File: src/rtl/ring_timing_pkg.sv
// Shared definitions for consumers of the 6-bit one-hot ring counter.
//   T0..T5      : one-hot phase constants (T0 is the MSB, T5 the LSB)
//   state_t     : controller states for phase-driven sequencers
//   step_phase  : phase value a step index is expected to coincide with
package ring_timing_pkg;

    localparam logic [5:0] T0 = 6'b100000;
    localparam logic [5:0] T1 = 6'b010000;
    localparam logic [5:0] T2 = 6'b001000;
    localparam logic [5:0] T3 = 6'b000100;
    localparam logic [5:0] T4 = 6'b000010;
    localparam logic [5:0] T5 = 6'b000001;

    typedef enum logic [1:0] {
        IDLE  = 2'd0,
        ARMED = 2'd1,
        RUN   = 2'd2
    } state_t;

    function automatic logic [5:0] step_phase(input logic [2:0] step);
        logic [5:0] ph;
        case (step)
            3'd1:    ph = T1;
            3'd2:    ph = T2;
            3'd3:    ph = T3;
            3'd4:    ph = T4;
            3'd5:    ph = T5;
            default: ph = T0;
        endcase
        return ph;
    endfunction

endpackage

File: src/rtl/onehot6_check.sv
// Combinational one-hot detector for a 6-bit phase bus.
//   in     : phase bus to examine
//   onehot : 1 when exactly one bit of in is set
module onehot6_check (
    input  logic [5:0] in,
    output logic       onehot
);

    // Non-zero and clearing the lowest set bit leaves nothing behind.
    assign onehot = (in != 6'd0) && ((in & (in - 6'd1)) == 6'd0);

endmodule

File: src/rtl/serial_mult_seq.sv
// Phase-driven 4x4 shift-and-add multiplier.
// A start request is aligned to the next T0, one add-shift step runs in each
// of T1..T4, and the product is registered at T5 with a one-cycle done pulse.
// The timing bus is monitored; a non-one-hot or out-of-sequence phase sets a
// sticky phase_err and aborts the operation.
//   clk       : system clock
//   reset     : synchronous active-low reset
//   timing    : one-hot phase bus, timing[5]=T0 .. timing[0]=T5
//   start     : single-cycle request, honoured only when idle
//   a, b      : multiplicand / multiplier, sampled with the accepted start
//   busy      : high from the accepted start through the T5 step
//   done      : one-cycle pulse when product becomes valid
//   product   : a*b, held until the next completion
//   phase_err : sticky timing-fault flag, cleared only by reset
module serial_mult_seq
    import ring_timing_pkg::*;
(
    input  logic       clk,
    input  logic       reset,
    input  logic [5:0] timing,
    input  logic       start,
    input  logic [3:0] a,
    input  logic [3:0] b,
    output logic       busy,
    output logic       done,
    output logic [7:0] product,
    output logic       phase_err
);

    state_t     state,     state_n;
    logic [7:0] m,         m_n;
    logic [3:0] q,         q_n;
    logic [7:0] acc,       acc_n;
    logic [2:0] step,      step_n;
    logic       busy_r,    busy_n;
    logic       done_r,    done_n;
    logic [7:0] product_r, product_n;
    logic       err_r,     err_n;
    logic       accept;
    logic       timing_ok;

    onehot6_check u_onehot (
        .in     (timing),
        .onehot (timing_ok)
    );

    always_ff @(posedge clk) begin
        if (!reset) begin
            state     <= IDLE;
            m         <= '0;
            q         <= '0;
            acc       <= '0;
            step      <= '0;
            busy_r    <= 1'b0;
            done_r    <= 1'b0;
            product_r <= '0;
            err_r     <= 1'b0;
        end else begin
            state     <= state_n;
            m         <= m_n;
            q         <= q_n;
            acc       <= acc_n;
            step      <= step_n;
            busy_r    <= busy_n;
            done_r    <= done_n;
            product_r <= product_n;
            err_r     <= err_n;
        end
    end

    always_comb begin
        state_n   = state;
        m_n       = m;
        q_n       = q;
        acc_n     = acc;
        step_n    = step;
        busy_n    = busy_r;
        done_n    = 1'b0;
        product_n = product_r;
        err_n     = err_r;
        accept    = 1'b0;

        case (state)
            IDLE: begin
                // A malformed phase in the start cycle wins over the request,
                // so an operation never begins on a bus already known bad.
                if (!timing_ok) begin
                    err_n = 1'b1;
                end else if (start && !err_r) begin
                    accept = 1'b1;
                    m_n    = {4'd0, a};
                    q_n    = b;
                    acc_n  = '0;
                    busy_n = 1'b1;
                    if (timing == T0) begin
                        state_n = RUN;
                        step_n  = 3'd1;
                    end else begin
                        state_n = ARMED;
                    end
                end
            end

            ARMED: begin
                if (!timing_ok) begin
                    err_n   = 1'b1;
                    busy_n  = 1'b0;
                    state_n = IDLE;
                end else if (timing == T0) begin
                    state_n = RUN;
                    step_n  = 3'd1;
                end
            end

            RUN: begin
                if (!timing_ok || (timing != step_phase(step))) begin
                    err_n   = 1'b1;
                    busy_n  = 1'b0;
                    state_n = IDLE;
                end else if (step == 3'd5) begin
                    product_n = acc;
                    done_n    = 1'b1;
                    busy_n    = 1'b0;
                    state_n   = IDLE;
                end else begin
                    if (q[0]) begin
                        acc_n = acc + m;
                    end
                    m_n    = m << 1;
                    q_n    = q >> 1;
                    step_n = step + 3'd1;
                end
            end

            default: begin
                busy_n  = 1'b0;
                state_n = IDLE;
            end
        endcase
    end

    // busy covers the accepting cycle itself, then the registered flag.
    assign busy      = busy_r | accept;
    assign done      = done_r;
    assign product   = product_r;
    assign phase_err = err_r;

endmodule

File: config.mk
export PLATFORM = sky130hd
export DESIGN_NAME = serial_mult_seq
export DESIGN_NICKNAME = d
export VERILOG_FILES = /design/src/rtl/ring_timing_pkg.sv /design/src/rtl/onehot6_check.sv /design/src/rtl/serial_mult_seq.sv
export SDC_FILE = /design/constraint.sdc
export NUM_CORES = 1
export LEC_CHECK = 0
export CAP_MARGIN = 20
export CORE_ASPECT_RATIO = 0.9
export CORE_MARGIN = 5
export CORE_UTILIZATION = 55
export CTS_CLUSTER_SIZE = 25
export DETAILED_ROUTE_END_ITERATION = 12
export PLACE_DENSITY_LB_ADDON = 0.08
export SLEW_MARGIN = 20
export SYNTH_ARGS = -nofsm -noshare
export SYNTH_HDL_FRONTEND = slang
export SYNTH_HIERARCHICAL = 1
export SYNTH_SLANG_ARGS = --single-unit
File: constraint.sdc
create_clock -name clk -period 3.4 [get_ports clk]
set_input_delay 0.68 -clock clk [delete_from_list [all_inputs] [get_ports clk]]
set_output_delay 0.68 -clock clk [all_outputs]
set_load 0.01 [all_outputs]
==> flow_summary_export.csv, run 1 <==
group,metric,value,unit
pwr,switchingPower,0.198,mW
routing,ant_nets,0,
placement,portBuffers,27,
clocking,clk_latency,0.30,ns
pwr,power.density,336,nW/µm²
synthesis,yosysUniqueCellTypes,53,
cells_and_area,drive_gt1_share,11.1,%
pwr,clockPowerShare,43.1,%
sta,finalHoldViolCount,0,
routing,drtPass1Iterations,4,
clocking,h-tree-depth,2,
grt,gr-total-overflow,0,
pwr,leakagePower,1.13,nW
clocking,clockBufferDepth,2,
synthesis,synth_nets,269,
pwr,p_seq_share,48.6,%
setup_path,endpoint_kind,"output pin",
clocking,cts_hold_buf,0,
status,status,"complete, no violations",
synthesis,synth_top_family_by_area,"simple AND/OR/NAND/NOR gates",
sta,fin_hold_ws,0.456,ns
setup_path,cp_num_buf_inv,2,
routing,post-route-drc-count,0,
cells_and_area,nFillCells,312,
setup_path,worstSetupPathType,"in -> out",
setup_path,critPathRequiredTime,2.72,ns
synthesis,synth_common_cells,"nand2_1, dfxtp_1, mux2i_1",
floorplanning,core_area,3680,µm²
synthesis,synthesis.area,2080,µm²
synthesis,muxShareOfSynthArea,7.21,%
sta,fin_crit_sh,91.6,%
synthesis,synthTopCellsByArea,"dfxtp_1, nand2_1, ha_1",
sta,grt_setup_unrepaired,"no",
sta,fmax,0.321,GHz
pwr,power,0.877,mW
clocking,tritoncts,"done",
setup_path,arrival,2.43,ns
sta,clock_skew,0.00398,ns
sta,slew_headroom,52.8,%
routing,vias,1834,
min_path,hold_path.class,"reg -> reg",
floorplanning,start_util,56.6,%
cells_and_area,diodes,0,
sta,layout_min_cycle_time,3.11,ns
routing,drtIter0Drc,169,
setup_path,cpPeakStageDelay,0.46,ns
setup_path,cp_max_fo,4,
floorplanning,num_io_pins,28,
setup_path,critPathLaunchType,"input pin",
sta,fin_setup_tns,0,ns
clocking,cts.sinks,36,
floorplanning,die_h,68.4,µm
clocking,cts.clk_slew.worst_paths,0.07,ns
pwr,swShare,22.5,%
synthesis,synthXorXnorAreaFrac,3.37,%
cells_and_area,postLayoutCellArea,2610,µm²
cells_and_area,syn_to_final_growth,25.3,%
placement,dpl.hpwl,3310,µm
synthesis,synth.avg_cell_area,8.71,µm²
routing,vias_per_cell,5.64,
placement,gp_congestion,0.821,
setup_path,crit_path_cell_trace,"clkdlybuf4s50_1 -> nor3b_1 -> o31ai_1 -> nand2_2 -> nand3b_1 -> nor3_2 -> or2_2 -> dlymetal6s2s_1",
sta,finalSetupViolations,0,
cells_and_area,layout.nets,308,
setup_path,crit_path_top_delay_cell,"clkdlybuf4s50_1",
flow_run,drv_cap,0,
setup_path,cp_top_family,"simple AND/OR/NAND/NOR gates",
floorplanning,dieWidth,74.9,µm
clocking,numCtsBuffers,5,
floorplanning,rows,21,
synthesis,synthAdderAreaFrac,8.17,%
sta,finalMaxSlewViolations,0,
cells_and_area,seqCellArea,721,µm²
synthesis,ys.flop_type,"dfxtp_1",
synthesis,synth_top_area_share,34.6,%
synthesis,ys_seq_area_share,34.6,%
synthesis,synthCells,239,
synthesis,yosysTopAreaCell,"dfxtp_1",
sta,worst_pin_slew,0.706,ns
pwr,peakVddDrop,0.240,mV
placement,placedInstanceArea,2460,µm²
synthesis,synth-edff-count,0,
grt,grt_max_degree,29,
synthesis,async_reset_ff_share,0,%
synthesis,ys_ff_latch,36,
pwr,p_int,0.680,mW
synthesis,yosysMostFrequentCell,"nand2_1",
grt,track_usage,19.1,%
routing,routed_wl,4550,µm
synthesis,synth_compound_gate_area_share,18.4,%
synthesis,yosys_warnings,6,
cells_and_area,multiInputGateArea,1310,µm²
grt,antenna_found_initial,0,
synthesis,yosys.area_share.simple,24.8,%
grt,grt_pass1_vias,1624,
grt,grt_pass1_wl,7430,µm
pwr,power_frac_comb,8.3,%
routing,wl_per_cell,14.0,µm
floorplanning,dieArea,5120,µm²
clocking,cts-root-buf,"clkbuf_8",
-- state kept, by name (all words and copies together), names as in the netlist --
signal     flops
done           1
q              4
step           3
m              8
product        8
busy_r         1
phase_err      1
acc            8
state          2
-- worst min-delay path, cell delays in order (launching register included) --
cell and delay (ns):
dfxtp_1 0.31, nand2_1 0.05, mux2i_1 0.05
-- power groups by stage --
stage / registers (mW) / logic (mW) / clock network [mW]
after floorplan: 0.436 / 0.0320 / 0
after global placement: 0.436 / 0.0688 / 0
after detailed placement: 0.436 / 0.0693 / 0
after CTS: 0.426 / 0.0697 / 0.384
after global routing: 0.427 / 0.0785 / 0.404
final: 0.426 / 0.0724 / 0.379
-- area by class of cell --
cell class	count	area share, %
clock buffer	5	2.64
clock inverter	3	1.63
inverter	7	1.01
multi-input combinational	186	50.0
sequential	36	27.6
tap	46	2.21
timing repair buffer	42	14.9
-- metrics by stage --
| stage | instances | util (%) | setup WS, ns |
|---|---|---|---|
| after CTS | 323 | 69.9 | 0.00675 |
| after global placement | 315 | 66.9 | 0.0511 |
| after detailed placement | 315 | 66.9 | 0.0120 |
| after global routing | 325 | 70.9 | 0.217 |
| after floorplan | 239 | - | 0.836 |
| final | 325 | 70.9 | 0.287 |
-- kinds of logic (layout without fill, tap and decap cells) --
logic type	count (synthesis)	after routing
simple gates	101	101
mux	15	15
buf+inv	17	57
flops	36	36
xor+xnor	8	8
compound gates	49	49
fa+ha+maj	13	13
-- placed cells by master (no fill, tap or decap), types with 5 or more instances in the layout --
| cell type | netlist | layout |
|---|---|---|
| a21oi_1 | 7 | 7 |
| a32o_1 | 11 | 11 |
| buf_4 | 2 | 15 |
| clkbuf_8 | 0 | 5 |
| clkdlybuf4s50_1 | 0 | 25 |
| dfxtp_1 | 36 | 36 |
| ha_1 | 12 | 12 |
| inv_1 | 7 | 7 |
| mux2i_1 | 15 | 15 |
| nand2_1 | 52 | 51 |
| nor2_1 | 10 | 9 |
| xnor2_1 | 6 | 6 |
-- path summary, 6_finish.rpt --
check,startpoint,to,slack [ns],cells past startpoint
worst max-delay path,timing[5],busy,0.29,8
worst min register to register,product[4],product[4],0.46,2
worst max register to register,step[1],m[5],0.61,10
worst min-delay path,product[4],product[4],0.46,2
-- layer usage --
| metal | up-vias | share of wire (%) | GRT usage, % |
|---|---|---|---|
| met2 | 38 | 42 | 28.2 |
| met4 | 0 | 1.0 | 7.33 |
| met3 | 4 | 6.1 | 4.55 |
| met5 | - | 0 | 0 |
| li1 | 948 | - | - |
| met1 | 844 | 51 | 26.9 |
-- repair_timing --
item / in CTS / in global routing
endpoints found under the setup margin: 0 / 1
buffers inserted: 0 / 2
resized for setup: 0 / 7
(Power assumes the default switching activity.)
==> run 2: changes to the inputs <==
--- a/config.mk
+++ b/config.mk
@@ -11,6 +11,7 @@
 export CORE_UTILIZATION = 55
 export CTS_CLUSTER_SIZE = 25
 export DETAILED_ROUTE_END_ITERATION = 12
+export MAX_ROUTING_LAYER = met4
 export PLACE_DENSITY_LB_ADDON = 0.08
 export SLEW_MARGIN = 20
 export SYNTH_ARGS = -nofsm -noshare
==> flow_summary_export.csv, run 2 (synthesized netlist as in run 1, its figures left out) <==
group,metric,value,unit
cells_and_area,layout.nets,308,
grt,use_met2,26.8,%
sta,slew_headroom,54.6,%
clocking,cts-root-buf,"clkbuf_8",
cells_and_area,instances_no_fill,325,
placement,gp_congestion,0.853,
clocking,cts.sinks,36,
cells_and_area,diodes,0,
placement,pre_cts_ws,-0.00504,ns
setup_path,arrival,2.34,ns
sta,worst_pin_slew,0.679,ns
sta,clock_skew,0.00533,ns
grt,met3_usage,3.96,%
clocking,cts.clk_slew.worst_paths,0.06,ns
pwr,peakVddDrop,0.256,mV
cells_and_area,final_common_cell,"nand2_1",
setup_path,worstSetupPathType,"in -> out",
floorplanning,rows,21,
routing,ant_nets,0,
placement,placedInstanceArea,2470,µm²
grt,grt_pass1_wl,7350,µm
grt,grt_max_degree,29,
grt,busiest_layer,"met1",
pwr,power,0.802,mW
pwr,p_seq_share,53.2,%
placement,portBuffers,27,
sta,fin_crit_sh,88.9,%
routing,vias_per_cell,5.63,
status,status,"complete, no violations",
sta,fmax,0.331,GHz
cells_and_area,post-route-util,70.1,%
setup_path,endpoint_kind,"output pin",
sta,finalMaxSlewViolations,0,
setup_path,r2r_cells,10,
routing,post-route-drc-count,0,
floorplanning,core_area,3680,µm²
cells_and_area,final_cell_mix,"nand2_1, dfxtp_1, clkdlybuf4s50_1, mux2i_1, buf_4",
grt,grt_pass1_vias,1647,
sta,fin_hold_ws,0.458,ns
grt,antenna_found_initial,0,
setup_path,critPathRequiredTime,2.72,ns
pwr,power.density,311,nW/µm²
floorplanning,dieWidth,74.9,µm
floorplanning,die_h,68.4,µm
sta,finalSetupViolations,0,
sta,worst_slack,0.376,ns
routing,drtIter0Drc,144,
routing,wl_per_cell,13.5,µm
flow_run,drv_cap,0,
placement,dpl.hpwl,3250,µm
clocking,clockBufferDepth,2,
pwr,clockPowerShare,37.9,%
pwr,swShare,21.8,%
grt,grtUsageMet1,27.2,%
floorplanning,dieArea,5120,µm²
min_path,hold-path-cell-count,2,
clocking,tritoncts,"done",
sta,finalHoldViolCount,0,
clocking,h-tree-depth,2,
sta,layout_min_cycle_time,3.02,ns
sta,fin_setup_tns,0,ns
cells_and_area,syn_to_final_growth,23.9,%
setup_path,critPathLaunchType,"input pin",
pwr,p_int,0.627,mW
clocking,clk_latency,0.28,ns
placement,dp_cells,316,
setup_path,cp_max_fo,4,
grt,track_usage,19.3,%
routing,routed_wl,4400,µm
floorplanning,num_io_pins,28,
routing,drtPass1Iterations,5,
clocking,numCtsBuffers,5,
floorplanning,start_util,56.6,%
routing,vias,1829,
sta,grt_setup_unrepaired,"no",
cells_and_area,postLayoutCellArea,2580,µm²
pwr,power_frac_comb,8.9,%
min_path,hold_path.class,"reg -> reg",
pwr,switchingPower,0.174,mW
grt,gr-total-overflow,0,
cells_and_area,drive_gt1_share,9.32,%
pwr,leakagePower,1.13,nW
## run 2: repair_timing
item / 4_1_cts / 5_1_grt
endpoints found under the setup margin: 1 / 1
pin swaps: 1 / 2
gates resized for setup: 0 / 4
hold buffers: 0 / 0
buffers inserted: 1 / 0
gates cloned: 0 / 0
## run 2: routing by layer
metal	vias up	routed length [µm]	part of all wire [%]
li1	946	-	-
met4	0	61	1.4
met5	-	0	0
met3	6	311	7.1
met2	48	1760	40
met1	829	2270	52
## run 2: path summary, 6_finish.rpt
| kind | from | endpoint | slack, ns |
|---|---|---|---|
| worst max-delay path | timing[2] | busy | 0.38 |
| worst min-delay path | product[5] | product[5] | 0.46 |
| worst max register to register | step[1] | m[4] | 0.62 |
| worst min register to register | product[5] | product[5] | 0.46 |
## run 2: critical path, stage by stage
cell	delay (ns)
clkdlybuf4s50_1	0.47
xor2_1	0.19
o2111ai_1	0.18
nand2_1	0.14
nand3b_1	0.16
nor3_2	0.05
or2_2	0.30
dlymetal6s2s_1	0.18
## run 2: cell type report
cell class	instances	area [µm²]
multi-input cells	186	1290
fillers	311	1100
flip-flops and latches	36	721
repair buffers	42	390
clock buffers	8	90.1
well taps	46	57.6
inverters	7	26.3
## run 2: power by group through the flow
stage	Combinational, mW	Clock [mW]	Sequential, mW
detailed placement	0.0699	0	0.436
finish	0.0712	0.304	0.427
CTS	0.0715	0.314	0.427
floorplan	0.0320	0	0.436
global placement	0.0692	0	0.436
global route	0.0784	0.332	0.427
==> run 3: changes to the inputs <==
--- a/config.mk
+++ b/config.mk
@@ -13,6 +13,7 @@
 export DETAILED_ROUTE_END_ITERATION = 12
 export MAX_ROUTING_LAYER = met4
 export PLACE_DENSITY_LB_ADDON = 0.08
+export SETUP_SLACK_MARGIN = 0.2
 export SLEW_MARGIN = 20
 export SYNTH_ARGS = -nofsm -noshare
 export SYNTH_HDL_FRONTEND = slang
==> flow_summary_export.csv, run 3 (synthesized netlist as in run 1, its figures left out) <==
group,metric,value,unit
status,status,"complete, no violations",
sta,fin_setup_tns,0,ns
pwr,power_frac_comb,8.8,%
setup_path,arrival,2.45,ns
grt,track_usage,19.3,%
floorplanning,die_h,68.4,µm
cells_and_area,layout.nets,309,
cells_and_area,final_common_cell,"nand2_1",
clocking,cts.sinks,36,
routing,routed_wl,4380,µm
setup_path,endpoint_kind,"output pin",
sta,slew_headroom,55.1,%
routing,post-route-drc-count,0,
sta,fin_crit_sh,92.1,%
sta,clock_skew,0.00622,ns
pwr,p_int,0.627,mW
floorplanning,dieWidth,74.9,µm
sta,worst_pin_slew,0.671,ns
grt,grt_pass1_vias,1647,
clocking,numCtsBuffers,5,
floorplanning,rows,21,
grt,gr-total-overflow,0,
floorplanning,dieArea,5120,µm²
placement,dpl.hpwl,3250,µm
setup_path,cp_max_fo,4,
cells_and_area,syn_to_final_growth,23.9,%
clocking,cts-root-buf,"clkbuf_8",
clocking,cts_hold_buf,0,
clocking,clk_latency,0.28,ns
floorplanning,core_area,3680,µm²
pwr,clockPowerShare,38.1,%
grt,grt_pass1_wl,7350,µm
flow_run,drv_cap,0,
sta,fmax,0.319,GHz
pwr,peakVddDrop,0.258,mV
pwr,leakagePower,1.13,nW
sta,finalMaxSlewViolations,0,
setup_path,worstSetupPathType,"in -> out",
floorplanning,start_util,56.6,%
placement,portBuffers,27,
clocking,h-tree-depth,2,
setup_path,critPathRequiredTime,2.72,ns
routing,drtPass1Iterations,4,
cells_and_area,nFillCells,309,
cells_and_area,final_cell_mix,"nand2_1, dfxtp_1, clkdlybuf4s50_1, buf_4, mux2i_1",
routing,drtIter0Drc,124,
cells_and_area,diodes,0,
sta,fin_hold_ws,0.458,ns
clocking,tritoncts,"done",
pwr,switchingPower,0.176,mW
sta,layout_min_cycle_time,3.13,ns
placement,gp_congestion,0.853,
grt,antenna_found_initial,0,
routing,ant_nets,0,
routing,vias,1840,
setup_path,critPathLaunchType,"input pin",
pwr,power.density,311,nW/µm²
routing,vias_per_cell,5.64,
sta,grt_setup_unrepaired,"no",
sta,finalHoldViolCount,0,
min_path,hold_path.class,"reg -> reg",
routing,wl_per_cell,13.4,µm
grt,grt_max_degree,29,
pwr,p_seq_share,53.1,%
sta,finalSetupViolations,0,
floorplanning,num_io_pins,28,
clocking,cts.clk_slew.worst_paths,0.06,ns
cells_and_area,drive_gt1_share,9.29,%
pwr,swShare,21.9,%
clocking,clockBufferDepth,2,
## run 3: metrics by stage
| stage | worst slack [ns] | power [mW] | cells | utilization [%] | instance area, µm² |
|---|---|---|---|---|---|
| final | 0.269 | 0.803 | 326 | 70.1 | 2580 |
| after global routing | 0.200 | 0.837 | 326 | 70.1 | 2580 |
| after CTS | 0.234 | 0.812 | 325 | 69.7 | 2560 |
| after detailed placement | -0.00504 | 0.506 | 316 | 67.1 | 2470 |
| after global placement | 0.0359 | 0.505 | 316 | 67.1 | 2470 |
| after floorplan | 0.836 | 0.468 | 239 | - | 2080 |
## run 3: path summary, 6_finish.rpt
path | endpoint | depth (start not counted) | start | slack [ns]
max | busy | 8 | timing[0] | 0.27
min | product[5] | 2 | product[5] | 0.46
max reg2reg | m[4] | 10 | step[1] | 0.62
min reg2reg | product[5] | 2 | product[5] | 0.46
## run 3: cell type report
cell class | count | area (µm²) | share of cell area (%)
inverter | 7 | 26.3 | 1.02
tap | 46 | 57.6 | 2.23
timing repair buffer | 43 | 397 | 15.4
sequential | 36 | 721 | 27.9
clock buffer | 8 | 90.1 | 3.49
multi-input combinational | 186 | 1290 | 50.0
## run 3: what timing repair did
item	4_1_cts	5_1_grt
setup endpoints to repair	1	1
pin swaps	1	2
setup buffers	1	1
resized for setup	1	3
## run 3: power groups by stage
stage | clock (mW) | combinational, mW | sequential [mW]
4_1_cts | 0.314 | 0.0711 | 0.427
3_5_place_dp | 0 | 0.0699 | 0.436
5_1_grt | 0.332 | 0.0783 | 0.427
6_report | 0.306 | 0.0710 | 0.427
3_3_place_gp | 0 | 0.0692 | 0.436
2_1_floorplan | 0 | 0.0320 | 0.436
## run 3: metal layers
layer / up-vias / global-route usage, % / share of wire (%)
met5: - / - / 0
li1: 948 / - / -
met2: 48 / 26.8 / 40
met1: 838 / 27.2 / 52
met3: 6 / 3.96 / 6.7
met4: 0 / 7.33 / 1.0
## run 3: worst max-delay path, cell delays in order
cell and delay [ns]:
clkdlybuf4s50_1 0.51, nor3b_1 0.06, o31ai_1 0.25, nand2_1 0.16, nand3b_1 0.15, nor3_1 0.06, or2_2 0.29, dlygate4sd2_1 0.28
